`src/rtl/uart_pkg.sv`:
```
// uart_pkg: shared state encoding, byte width and default watchdog limit for the UART transmit scheduler
package uart_pkg;
  localparam int UART_BYTE_W = 8;
  localparam int TIMEOUT_DEF = 8192;
  typedef enum logic [1:0] {IDLE, START, WAIT, GAP} state_t;
  function automatic int next_id(input int id, input int n);
    return (id + 1) % n;
  endfunction
endpackage

```
`src/rtl/uart_tx_sched_if.sv`:
```
// uart_tx_sched_if: requester byte handshake plus transmitter start/done link
// Ports (signals): req_valid/req_data/req_last/req_ready per requester; uart_en/uart_din/tx_done to the transmitter.
// Modports: master = requesters and transmitter side, slave = scheduler side.
interface uart_tx_sched_if #(parameter int N_REQ = 4);
  import uart_pkg::*;
  logic [N_REQ-1:0] req_valid, req_last, req_ready;
  logic [UART_BYTE_W*N_REQ-1:0] req_data;
  logic uart_en, tx_done;
  logic [UART_BYTE_W-1:0] uart_din;
  modport master (output req_valid, req_data, req_last, tx_done, input req_ready, uart_en, uart_din);
  modport slave (input req_valid, req_data, req_last, tx_done, output req_ready, uart_en, uart_din);
endinterface

```
`src/rtl/rr_arbiter.sv`:
```
// rr_arbiter: combinational round-robin pick from ptr upward with wrap; a lock restricts the pick to lock_id
// Ports: req request vector, ptr search start, lock/lock_id packet lock, gnt one-hot grant, gnt_id its index.
module rr_arbiter #(
  parameter int N_REQ = 4,
  localparam int IW = $clog2(N_REQ)
) (
  input  logic [N_REQ-1:0] req,
  input  logic [IW-1:0]    ptr,
  input  logic             lock,
  input  logic [IW-1:0]    lock_id,
  output logic [N_REQ-1:0] gnt,
  output logic [IW-1:0]    gnt_id
);
  logic [IW-1:0] k;
  // Scanning from the farthest offset down lets the nearest valid requester overwrite the result last.
  always_comb begin
    gnt = '0;
    gnt_id = lock_id;
    k = '0;
    if (lock) gnt[lock_id] = req[lock_id];
    else for (int i = N_REQ - 1; i >= 0; i--) begin
      k = IW'((int'(ptr) + i) % N_REQ);
      if (req[k]) begin
        gnt = '0;
        gnt[k] = 1'b1;
        gnt_id = k;
      end
    end
  end
endmodule

```
`src/rtl/uart_tx_sched.sv`:
```
// uart_tx_sched: shares one 8N1 transmitter among N_REQ byte streams with packet-level round-robin and a tx_done watchdog
// Ports: clk, rst_n (async active-low); bus (slave modport: requester handshake, uart_en/uart_din/tx_done);
//        grant_id current/last granted requester, busy high outside IDLE, timeout_err sticky watchdog flag.
module uart_tx_sched
  import uart_pkg::*;
#(
  parameter int N_REQ = 4,
  parameter int START_HOLD = 2,
  parameter int GAP_CYC = 0,
  parameter int TIMEOUT_CYC = TIMEOUT_DEF,
  localparam int IW = $clog2(N_REQ),
  localparam int WW = $clog2(TIMEOUT_CYC + 1),
  localparam int CW = $clog2((START_HOLD > GAP_CYC ? START_HOLD : GAP_CYC) + 1)
) (
  input  logic clk,
  input  logic rst_n,
  uart_tx_sched_if.slave bus,
  output logic [IW-1:0] grant_id,
  output logic busy,
  output logic timeout_err
);
  state_t state;
  logic lock, last_r;
  logic [IW-1:0] ptr, gnt_id, nxt_id;
  logic [N_REQ-1:0] gnt;
  logic [CW-1:0] cnt;
  logic [WW-1:0] wdog;
  rr_arbiter #(.N_REQ(N_REQ)) u_arb (
    .req(bus.req_valid), .ptr(ptr), .lock(lock), .lock_id(grant_id), .gnt(gnt), .gnt_id(gnt_id)
  );
  assign nxt_id = IW'(next_id(int'(grant_id), N_REQ));
  // Accept is combinational so the requester sees it in the cycle its byte is captured.
  assign bus.req_ready = (rst_n && state == IDLE) ? gnt : '0;
  // The watchdog starts at the uart_en rise and keeps counting through START into WAIT.
  always_ff @(posedge clk or negedge rst_n)
    if (!rst_n) begin
      state <= IDLE;
      bus.uart_en <= 1'b0;
      bus.uart_din <= '0;
      grant_id <= '0;
      busy <= 1'b0;
      timeout_err <= 1'b0;
      ptr <= '0;
      lock <= 1'b0;
      last_r <= 1'b0;
      cnt <= '0;
      wdog <= '0;
    end else case (state)
      IDLE: if (|gnt) begin
        bus.uart_din <= bus.req_data[{gnt_id, 3'b000} +: UART_BYTE_W];
        grant_id <= gnt_id;
        lock <= ~bus.req_last[gnt_id];
        last_r <= bus.req_last[gnt_id];
        bus.uart_en <= 1'b1;
        busy <= 1'b1;
        cnt <= '0;
        wdog <= '0;
        state <= START;
      end
      START: begin
        wdog <= wdog + 1'b1;
        cnt <= (cnt == CW'(START_HOLD - 1)) ? '0 : cnt + 1'b1;
        if (cnt == CW'(START_HOLD - 1)) begin
          bus.uart_en <= 1'b0;
          state <= WAIT;
        end
      end
      WAIT: if (bus.tx_done) begin
        cnt <= '0;
        wdog <= '0;
        state <= (GAP_CYC == 0) ? IDLE : GAP;
        busy <= (GAP_CYC != 0);
        if (GAP_CYC == 0 && last_r) begin
          lock <= 1'b0;
          ptr <= nxt_id;
        end
      end else if (wdog == WW'(TIMEOUT_CYC - 1)) begin
        timeout_err <= 1'b1;
        lock <= 1'b0;
        ptr <= nxt_id;
        wdog <= '0;
        busy <= 1'b0;
        state <= IDLE;
      end else wdog <= wdog + 1'b1;
      GAP: if (cnt == CW'(GAP_CYC - 1)) begin
        cnt <= '0;
        busy <= 1'b0;
        state <= IDLE;
        if (last_r) begin
          lock <= 1'b0;
          ptr <= nxt_id;
        end
      end else cnt <= cnt + 1'b1;
      default: state <= IDLE;
    endcase
endmodule

```
`src/flat_wrapper.sv`:
```
// flat-port wrapper written by rule: the top's interface ports become plain ports
module uart_tx_sched_flat import uart_pkg::*;
#(
  parameter int N_REQ = 4,
  parameter int START_HOLD = 2,
  parameter int GAP_CYC = 0,
  parameter int TIMEOUT_CYC = TIMEOUT_DEF,
  localparam int IW = $clog2(N_REQ),
  localparam int WW = $clog2(TIMEOUT_CYC + 1),
  localparam int CW = $clog2((START_HOLD > GAP_CYC ? START_HOLD : GAP_CYC) + 1)
)
  (clk, rst_n, grant_id, busy, timeout_err, bus_req_valid, bus_req_data, bus_req_last, bus_tx_done, bus_req_ready, bus_uart_en, bus_uart_din);
  uart_tx_sched_if #(.N_REQ(N_REQ)) bus_i ();
  input  logic clk;
  input  logic rst_n;
  output logic [IW-1:0] grant_id;
  output logic busy;
  output logic timeout_err;
  input wire logic [$bits(bus_i.req_valid)-1:0] bus_req_valid;
  input wire logic [$bits(bus_i.req_data)-1:0] bus_req_data;
  input wire logic [$bits(bus_i.req_last)-1:0] bus_req_last;
  input wire logic [$bits(bus_i.tx_done)-1:0] bus_tx_done;
  output wire logic [$bits(bus_i.req_ready)-1:0] bus_req_ready;
  output wire logic [$bits(bus_i.uart_en)-1:0] bus_uart_en;
  output wire logic [$bits(bus_i.uart_din)-1:0] bus_uart_din;
  assign bus_i.req_valid = bus_req_valid;
  assign bus_i.req_data = bus_req_data;
  assign bus_i.req_last = bus_req_last;
  assign bus_i.tx_done = bus_tx_done;
  assign bus_req_ready = bus_i.req_ready;
  assign bus_uart_en = bus_i.uart_en;
  assign bus_uart_din = bus_i.uart_din;
  uart_tx_sched #(.N_REQ(N_REQ), .START_HOLD(START_HOLD), .GAP_CYC(GAP_CYC), .TIMEOUT_CYC(TIMEOUT_CYC)) u_core (.clk(clk), .rst_n(rst_n), .bus(bus_i), .grant_id(grant_id), .busy(busy), .timeout_err(timeout_err));
endmodule
```
`config.mk`:
```
export PLATFORM = sky130hd
export DESIGN_NAME = uart_tx_sched_flat
export DESIGN_NICKNAME = d
export VERILOG_FILES = /design/src/rtl/uart_pkg.sv /design/src/rtl/uart_tx_sched_if.sv /design/src/rtl/rr_arbiter.sv /design/src/rtl/uart_tx_sched.sv /design/src/flat_wrapper.sv
export SDC_FILE = /design/constraint.sdc
export NUM_CORES = 1
export LEC_CHECK = 0
export ABC_AREA = 1
export CORE_ASPECT_RATIO = 1.1
export CORE_MARGIN = 3
export CORE_UTILIZATION = 35
export DETAILED_ROUTE_END_ITERATION = 10
export PLACE_DENSITY_LB_ADDON = 0.08
export SETUP_SLACK_MARGIN = 0.02
export SLEW_MARGIN = 20
export SYNTH_ARGS = -nofsm -noshare
export SYNTH_HDL_FRONTEND = slang
export SYNTH_SLANG_ARGS = --single-unit
```
`constraint.sdc`:
```
create_clock -name clk -period 4.19 [get_ports clk]
set_input_delay 0.6285 -clock clk [delete_from_list [all_inputs] [get_ports clk]]
set_output_delay 0.6285 -clock clk [all_outputs]
set_load 0.01 [all_outputs]
```
# After elaboration in Yosys (flattened, before gate mapping)
# Cells that the tools add are included.
dict set report word_totals {
  ff_bits 35
  input_bits 43
  output_inout_bits 17
  wordCells 128
}
dict set report classes {
  addsub 6
  order_cmp 11
  n_eq_ne 11
  n_shift 1
  n_mux 65
  n_bitwise 3
  reduce_logical 20
}
# operator n
set op_table {}
lappend op_table {{$mux W14} 3}
lappend op_table {{$pmux W14 S3} 1}
lappend op_table {{$mux W2} 18}
lappend op_table {{$shiftx A32 B6 Y8} 1}
lappend op_table {{$mux W4} 6}
lappend op_table {{$mux W1} 20}
lappend op_table {{$lt A2 B3 Y1 const B} 6}
lappend op_table {{$pmux W2 S4} 2}
lappend op_table {{$add A14 B1 Y14 const B} 1}
lappend op_table {{$eq A14 B13 Y1 const B} 1}
lappend op_table {{$bmux W1 S2} 6}
lappend op_table {{$demux W1 S2} 5}
lappend op_table {{$ge A2 B1 Y1 const B} 5}
lappend op_table {{$reduce_and A3 Y1} 3}
lappend op_table {{$reduce_and A4 Y1} 2}
lappend op_table {{$add A2 B1 Y2 const B} 3}
lappend op_table {{$eq A2 B2 Y1 const B} 3}
lappend op_table {{$logic_and A1 B1 Y1} 6}
lappend op_table {{$pmux W1 S3} 2}
lappend op_table {{$reduce_and A2 Y1} 3}
lappend op_table {{$reduce_bool A3 Y1} 2}
lappend op_table {{$add A2 B2 Y2 const B} 2}
lappend op_table {{$and A4 B4 Y4} 1}
lappend op_table {{$eq A2 B1 Y1 const B} 2}
lappend op_table {{9 further kinds} 13}

# Depth between registers and ports, before layout
dict set report depth {
  ltp_word 13
  depth_mapped 19
  mapped_depth_nobuf 18
}

# By module
# Synthesis repeated with hierarchy kept, for this count alone.
dict set report hier_totals {
  cells_unflattened 412
  hier_area_um2 2712.6
}
# module n_inst cells_per_inst area_per_inst_um2 seq_area_each_um2
set modules_own_cells {}
lappend modules_own_cells {uart_tx_sched 1 303 2162.1 875.8}
lappend modules_own_cells {rr_arbiter 1 109 550.5 0.0}

# Least setup slack after synthesis
# Ideal clock, no wire load.
dict set report synth_path {
  path_kind {reg2out}
  start {reg u_core.ptr[0]}
  end {out bus_req_ready[1]}
  t_arrival_ns 1.802
  required_time_ns 3.562
  slack_ns 1.760
  stages_incl_launch_ff 13
  path_buffers 0
  cell_sequence {dfrtp_1 -> inv_2 -> ha_1 -> inv_1 -> nand3_2 -> nand2_4 -> inv_2 -> nor2_1 -> nor2_1 -> nand2_1 -> a21boi_1 -> inv_1 -> nor2_1}
}
dict set report synth_between {
  elab_chain_len 11
  elab_cells_between_ends 37
  cone_classes {add/sub (3); order compare (8); mux (22); reduce/logical (4)}
}
# item line
set synth_rtl {}
lappend synth_rtl {{start: declaration} uart_tx_sched.sv:24} ;# logic [IW-1:0] ptr, gnt_id, nxt_id;
lappend synth_rtl {{start signal: assignment} uart_tx_sched.sv:75} ;# ptr <= nxt_id;
lappend synth_rtl {{start signal: assignment} uart_tx_sched.sv:80} ;# ptr <= nxt_id;
lappend synth_rtl {{start signal: assignment} uart_tx_sched.sv:91} ;# ptr <= nxt_id;
lappend synth_rtl {{$add A2 B2 Y2} rr_arbiter.sv:22} ;# k = IW'((int'(ptr) + i) % N_REQ);
lappend synth_rtl {{$lt A2 B3 Y1 (not written as such) / $ge A2 B1 Y1 (equally long branches)} rr_arbiter.sv:25} ;# gnt[k] = 1'b1;
lappend synth_rtl {{$logic_and A1 B1 Y1 (not written as such)} rr_arbiter.sv:25}
lappend synth_rtl {{$mux W1 (not written as such)} rr_arbiter.sv:25}
lappend synth_rtl {{$demux W1 S2} rr_arbiter.sv:25}
lappend synth_rtl {{$mux W4 (3 in a row)} rr_arbiter.sv:23} ;# if (req[k]) begin
lappend synth_rtl {{$mux W4 (*)} rr_arbiter.sv:23}
lappend synth_rtl {{$mux W4 (*)} rr_arbiter.sv:20} ;# if (lock) gnt[lock_id] = req[lock_id];
lappend synth_rtl {{$mux W4 (*)} uart_tx_sched.sv:33} ;# assign bus.req_ready = (rst_n && state == IDLE) ? gnt : '0;
lappend synth_rtl {{end: declaration} flat_wrapper.sv:23} ;# output wire logic [$bits(bus_i.req_ready)-1:0] bus_req_ready;
# Every way passes the cells marked *; elsewhere a longest branch is shown, timed or not. The select of a mux whose other input is x is not followed.

# Worst setup path in the final report
# Same ends and word-level chain as after synthesis.

==> impl_summary.md <==
Run status
The run finished with clean final reports.

STA
The time the final worst path needs with I/O delays and setup is 3.50 ns. The final clock skew is 0.00287 ns. Headroom to the max-slew limit came out at 63.5%. The total negative setup slack is 0 ns. The final worst-path cycle share is 83.6%. The tightest hold path in the finished design has a slack of 0.430 ns. Setup violations remaining at the end of the flow were counted as 0. Setup repair after global routing left no endpoint under its margin.

The maximum clock rate is 285 MHz. The number of endpoints with negative hold slack in the final report is 0. The max-slew violation count is 0. At the pin with the least slew margin, the transition time is 0.546 ns.

Worst setup path
The data arrival time of the worst path is 2.88 ns. By instance count, the cell type seen most on the critical path is sky130_fd_sc_hd__nor2_1. On the critical path the largest part of the delay comes from buffers and inverters. The type of element launching the critical path is a flip-flop.

The slowest stage of the critical path is the sky130_fd_sc_hd__dfrtp_1 cell. The number of buffer and inverter stages on the critical path is 5. The critical path is of the reg -> out type. The endpoint class of the critical path is a primary output. Along the worst path, the maximum fanout reaches 10. The required time at the worst-slack endpoint is 3.56 ns. The largest single stage delay on the critical path is 0.59 ns. Walking the worst path, the cells encountered are inv_2 -> ha_1 -> inv_1 -> nand3_2 -> nand2_4 -> inv_2 -> nor2_1 -> nor2_1 -> nand2_1 -> a21boi_1 -> inv_1 -> nor2_1 -> clkdlybuf4s50_1.

Clocking
No sink is reached through more buffers than the 2 on the longest clock path. The number of H-tree levels is 2. The post-CTS setup buffer count is 0. The number of clock sinks is 35. In this run, CTS created clock tree buffers numbering 5. Once the clock tree was built, the resizer swapped 0 gates to a different size.

The clock reaches the later pin of the worst-skew pair after 0.29 ns. The hold buffer count at cts is 0. The clock tree from TritonCTS is built. Clock-pin slew was measured on the worst setup and hold paths at 0.08 ns.

The tree is rooted in a sky130_fd_sc_hd__clkbuf_8.

Floorplanning
From bottom edge to top edge, the die measures 102 µm. The effective utilization at floorplan is 36.7%. The initialized floorplan defines 34 standard-cell rows. After floorplanning, the core was sized to cover 8040 µm².

The die covers 9570 µm². The number of top-level design ports is 60. The die outline width is 93.5 µm.

Place
The count of input and output buffers is 59. At the end of routability-driven placement, the weighted congestion stood at 0.863. The half-perimeter wire length after placement is 5.83 mm.

GRT
The met2 track utilization from global routing is 27.4%. The residual overflow from global routing is 0. The pin count of the biggest net entering global routing is 36. Global routing used 2.58% of the available met3 tracks. For this run, the total global-route usage over all layers was measured as 16.7%. The met1 track demand over resource is 23.3%. The via count of the first global-routing pass is 2,714. The layer flagged by global routing as most heavily used is met2.

The global-route wire length before repair is 13.1 mm. The number of antenna violations at the first check in global routing was 0.

Cells and area
The repair_antennas step left the layout with diodes totalling 0. The fraction of final layout cells with drive strength greater than 1 is 8.53%. Counting the fill cells in the layout gives 815.

The relative area change from synthesis to final layout is 26.5%. The multi-input combinational cell area is 1830 µm². The sequential cell area is 876 µm². In the final design database the tool counted 566 nets.

Synth
The cell count after synthesis came out at 444. A synthesized cell averages 6.64 µm². Counting flops and latches in the post-synthesis netlist gives 35. Counting every net in the synthesized netlist gives 507. The share of the Yosys chip area taken by registers is 29.7%. The share of the synthesized area in the top cell type is 29.7%.

The total standard cell area after synthesis is 2950 µm². sky130_fd_sc_hd__dfrtp_1 takes more of the synthesized area than any other cell. After synthesis, the netlist uses 32 different library cells. Ranked by total cell area, the synthesized netlist is headed by sky130_fd_sc_hd__dfrtp_1, sky130_fd_sc_hd__nand2_1, sky130_fd_sc_hd__ha_1, sky130_fd_sc_hd__nand3_1, sky130_fd_sc_hd__inv_1. The number of warning messages in the yosys log is 0.

Hold path
The path type of the worst min-delay path is in -> async.

Drt
Dividing the detail-routed wire length by the instance count gives 12.6 µm. After the first detailed-routing iteration, the DRC count stood at 173. The post-detailed-route via-to-cell ratio is 4.77. The residual antenna-violating net count after detailed routing is 0.

The total length of routed wires is 7.74 mm. The detailed router placed 2,921 vias in this run. After detailed routing, the number of remaining DRC violations is 0. For this run, the detailed router's first-pass iteration total came to 4.

Pwr
VDD sags by at most 0.000426 V. The cell leakage power is 1.85 nW. Power spread over the standard cell area amounts to 783 nW/µm².

Flow run
The reported max-cap violation count is 0.
==> cell usage after synthesis <==
library cell	count
sky130_fd_sc_hd__o21ai_1	5
sky130_fd_sc_hd__a22oi_1	1
sky130_fd_sc_hd__nand3_2	4
sky130_fd_sc_hd__nand2_4	5
sky130_fd_sc_hd__nor2_2	2
sky130_fd_sc_hd__inv_1	43
sky130_fd_sc_hd__a21boi_1	1
sky130_fd_sc_hd__clkbuf_1	2
sky130_fd_sc_hd__o21a_1	2
sky130_fd_sc_hd__inv_2	4
sky130_fd_sc_hd__a211oi_1	1
sky130_fd_sc_hd__nand2_1	157
sky130_fd_sc_hd__o221a_2	1
sky130_fd_sc_hd__nor3_1	4
sky130_fd_sc_hd__o2111a_1	1
sky130_fd_sc_hd__o21ai_2	5
sky130_fd_sc_hd__buf_4	2
sky130_fd_sc_hd__nand4_1	5
sky130_fd_sc_hd__o21bai_1	2
sky130_fd_sc_hd__nand2_2	10
sky130_fd_sc_hd__nand3_1	49
sky130_fd_sc_hd__o211ai_1	1
sky130_fd_sc_hd__a21oi_1	17
sky130_fd_sc_hd__nor2_1	33
sky130_fd_sc_hd__xor2_1	7
sky130_fd_sc_hd__buf_6	3
sky130_fd_sc_hd__clkinv_1	1
sky130_fd_sc_hd__and2_4	1
sky130_fd_sc_hd__ha_1	20
sky130_fd_sc_hd__dfrtp_1	35
sky130_fd_sc_hd__o21ai_0	18
sky130_fd_sc_hd__buf_2	2
==> flip-flops by register name (all words and copies together), names as in the netlist, 2 cells and up <==
signal	count
u_core.state	2
u_core.cnt	2
u_core.ptr	2
u_core.grant_id	2
u_core.bus.uart_din	8
u_core.wdog	14
==> layout by cell type, fill, tap and decap left out, types with 10 or more instances in the layout <==
master	n
sky130_fd_sc_hd__nor2_1	33
sky130_fd_sc_hd__nand3_1	49
sky130_fd_sc_hd__ha_1	20
sky130_fd_sc_hd__inv_1	43
sky130_fd_sc_hd__nand2_1	157
sky130_fd_sc_hd__a21oi_1	17
sky130_fd_sc_hd__o21ai_0	18
sky130_fd_sc_hd__dfrtp_1	35
sky130_fd_sc_hd__nand2_2	10
sky130_fd_sc_hd__clkdlybuf4s50_1	58
==> power by group <==
part           internal (mW)  switching [mW]  total (mW)
sequential             0.446           0.118       0.563
combinational          0.702            1.35        2.05
clock                  0.177           0.129       0.307
==> per-layer routing <==
layer	vias to the layer above	wire (µm)	part of all wire [%]
li1	1539	-	-
met1	1312	3890	50
met2	66	3420	44
met3	4	382	4.9
met4	0	50	0.65
met5	-	0	0
==> worst paths after layout <==
check,start,to,slack [ns],depth (start not counted)
min in group clk,u_core.timeout_err$_DFFE_PN0P_,u_core.timeout_err$_DFFE_PN0P_,0.47,1
worst min-delay path,rst_n,u_core.wdog[6]$_DFFE_PN0P_,0.43,2
max in group asynchronous,rst_n,u_core.bus.uart_din[2]$_DFFE_PN0P_,3.44,2
worst max register to register,u_core.ptr[0]$_DFFE_PN0P_,u_core.lock$_DFFE_PN0P_,1.24,15
worst max-delay path,u_core.ptr[0]$_DFFE_PN0P_,bus_req_ready[1],0.69,13
worst min register to register,u_core.timeout_err$_DFFE_PN0P_,u_core.timeout_err$_DFFE_PN0P_,0.47,1
==> metrics by stage <==
step                      setup WS, ns  std cells  cell area [µm²]  util (%)  power [mW]
after floorplan                   1.76        444             2950         -        2.15
after global placement           0.974        604             3620      45.0        2.64
after detailed placement         0.970        604             3620      45.0        2.65
after CTS                        0.684        612             3730      46.4        2.97
after global routing             0.482        612             3730      46.4        3.28
final                            0.685        612             3730      46.4        2.92
==> logic make-up (layout without fill, tap and decap cells) <==
group / count (synthesis) / in the layout / share of synthesized area (%)
AND/OR/NAND/NOR: 270 / 270 / 40.3
buffers and inverters: 57 / 117 / 8.35
AO/OA/AOI/OAI: 55 / 55 / 11.1
flip-flops: 35 / 35 / 29.7
adder cells (fa/ha/maj): 20 / 20 / 8.48
XOR/XNOR: 7 / 7 / 2.08
==> layout make-up <==
| type | count | share of cell area, % |
|---|---|---|
| inverter | 48 | 4.83 |
| tap | 108 | 3.62 |
| clock inverter | 3 | 1.17 |
| clock buffer | 5 | 1.84 |
| timing repair buffer | 61 | 16.1 |
| sequential | 35 | 23.5 |
| multi-input combinational | 352 | 49.0 |
Note: power is estimated with default switching activity, not from simulation.
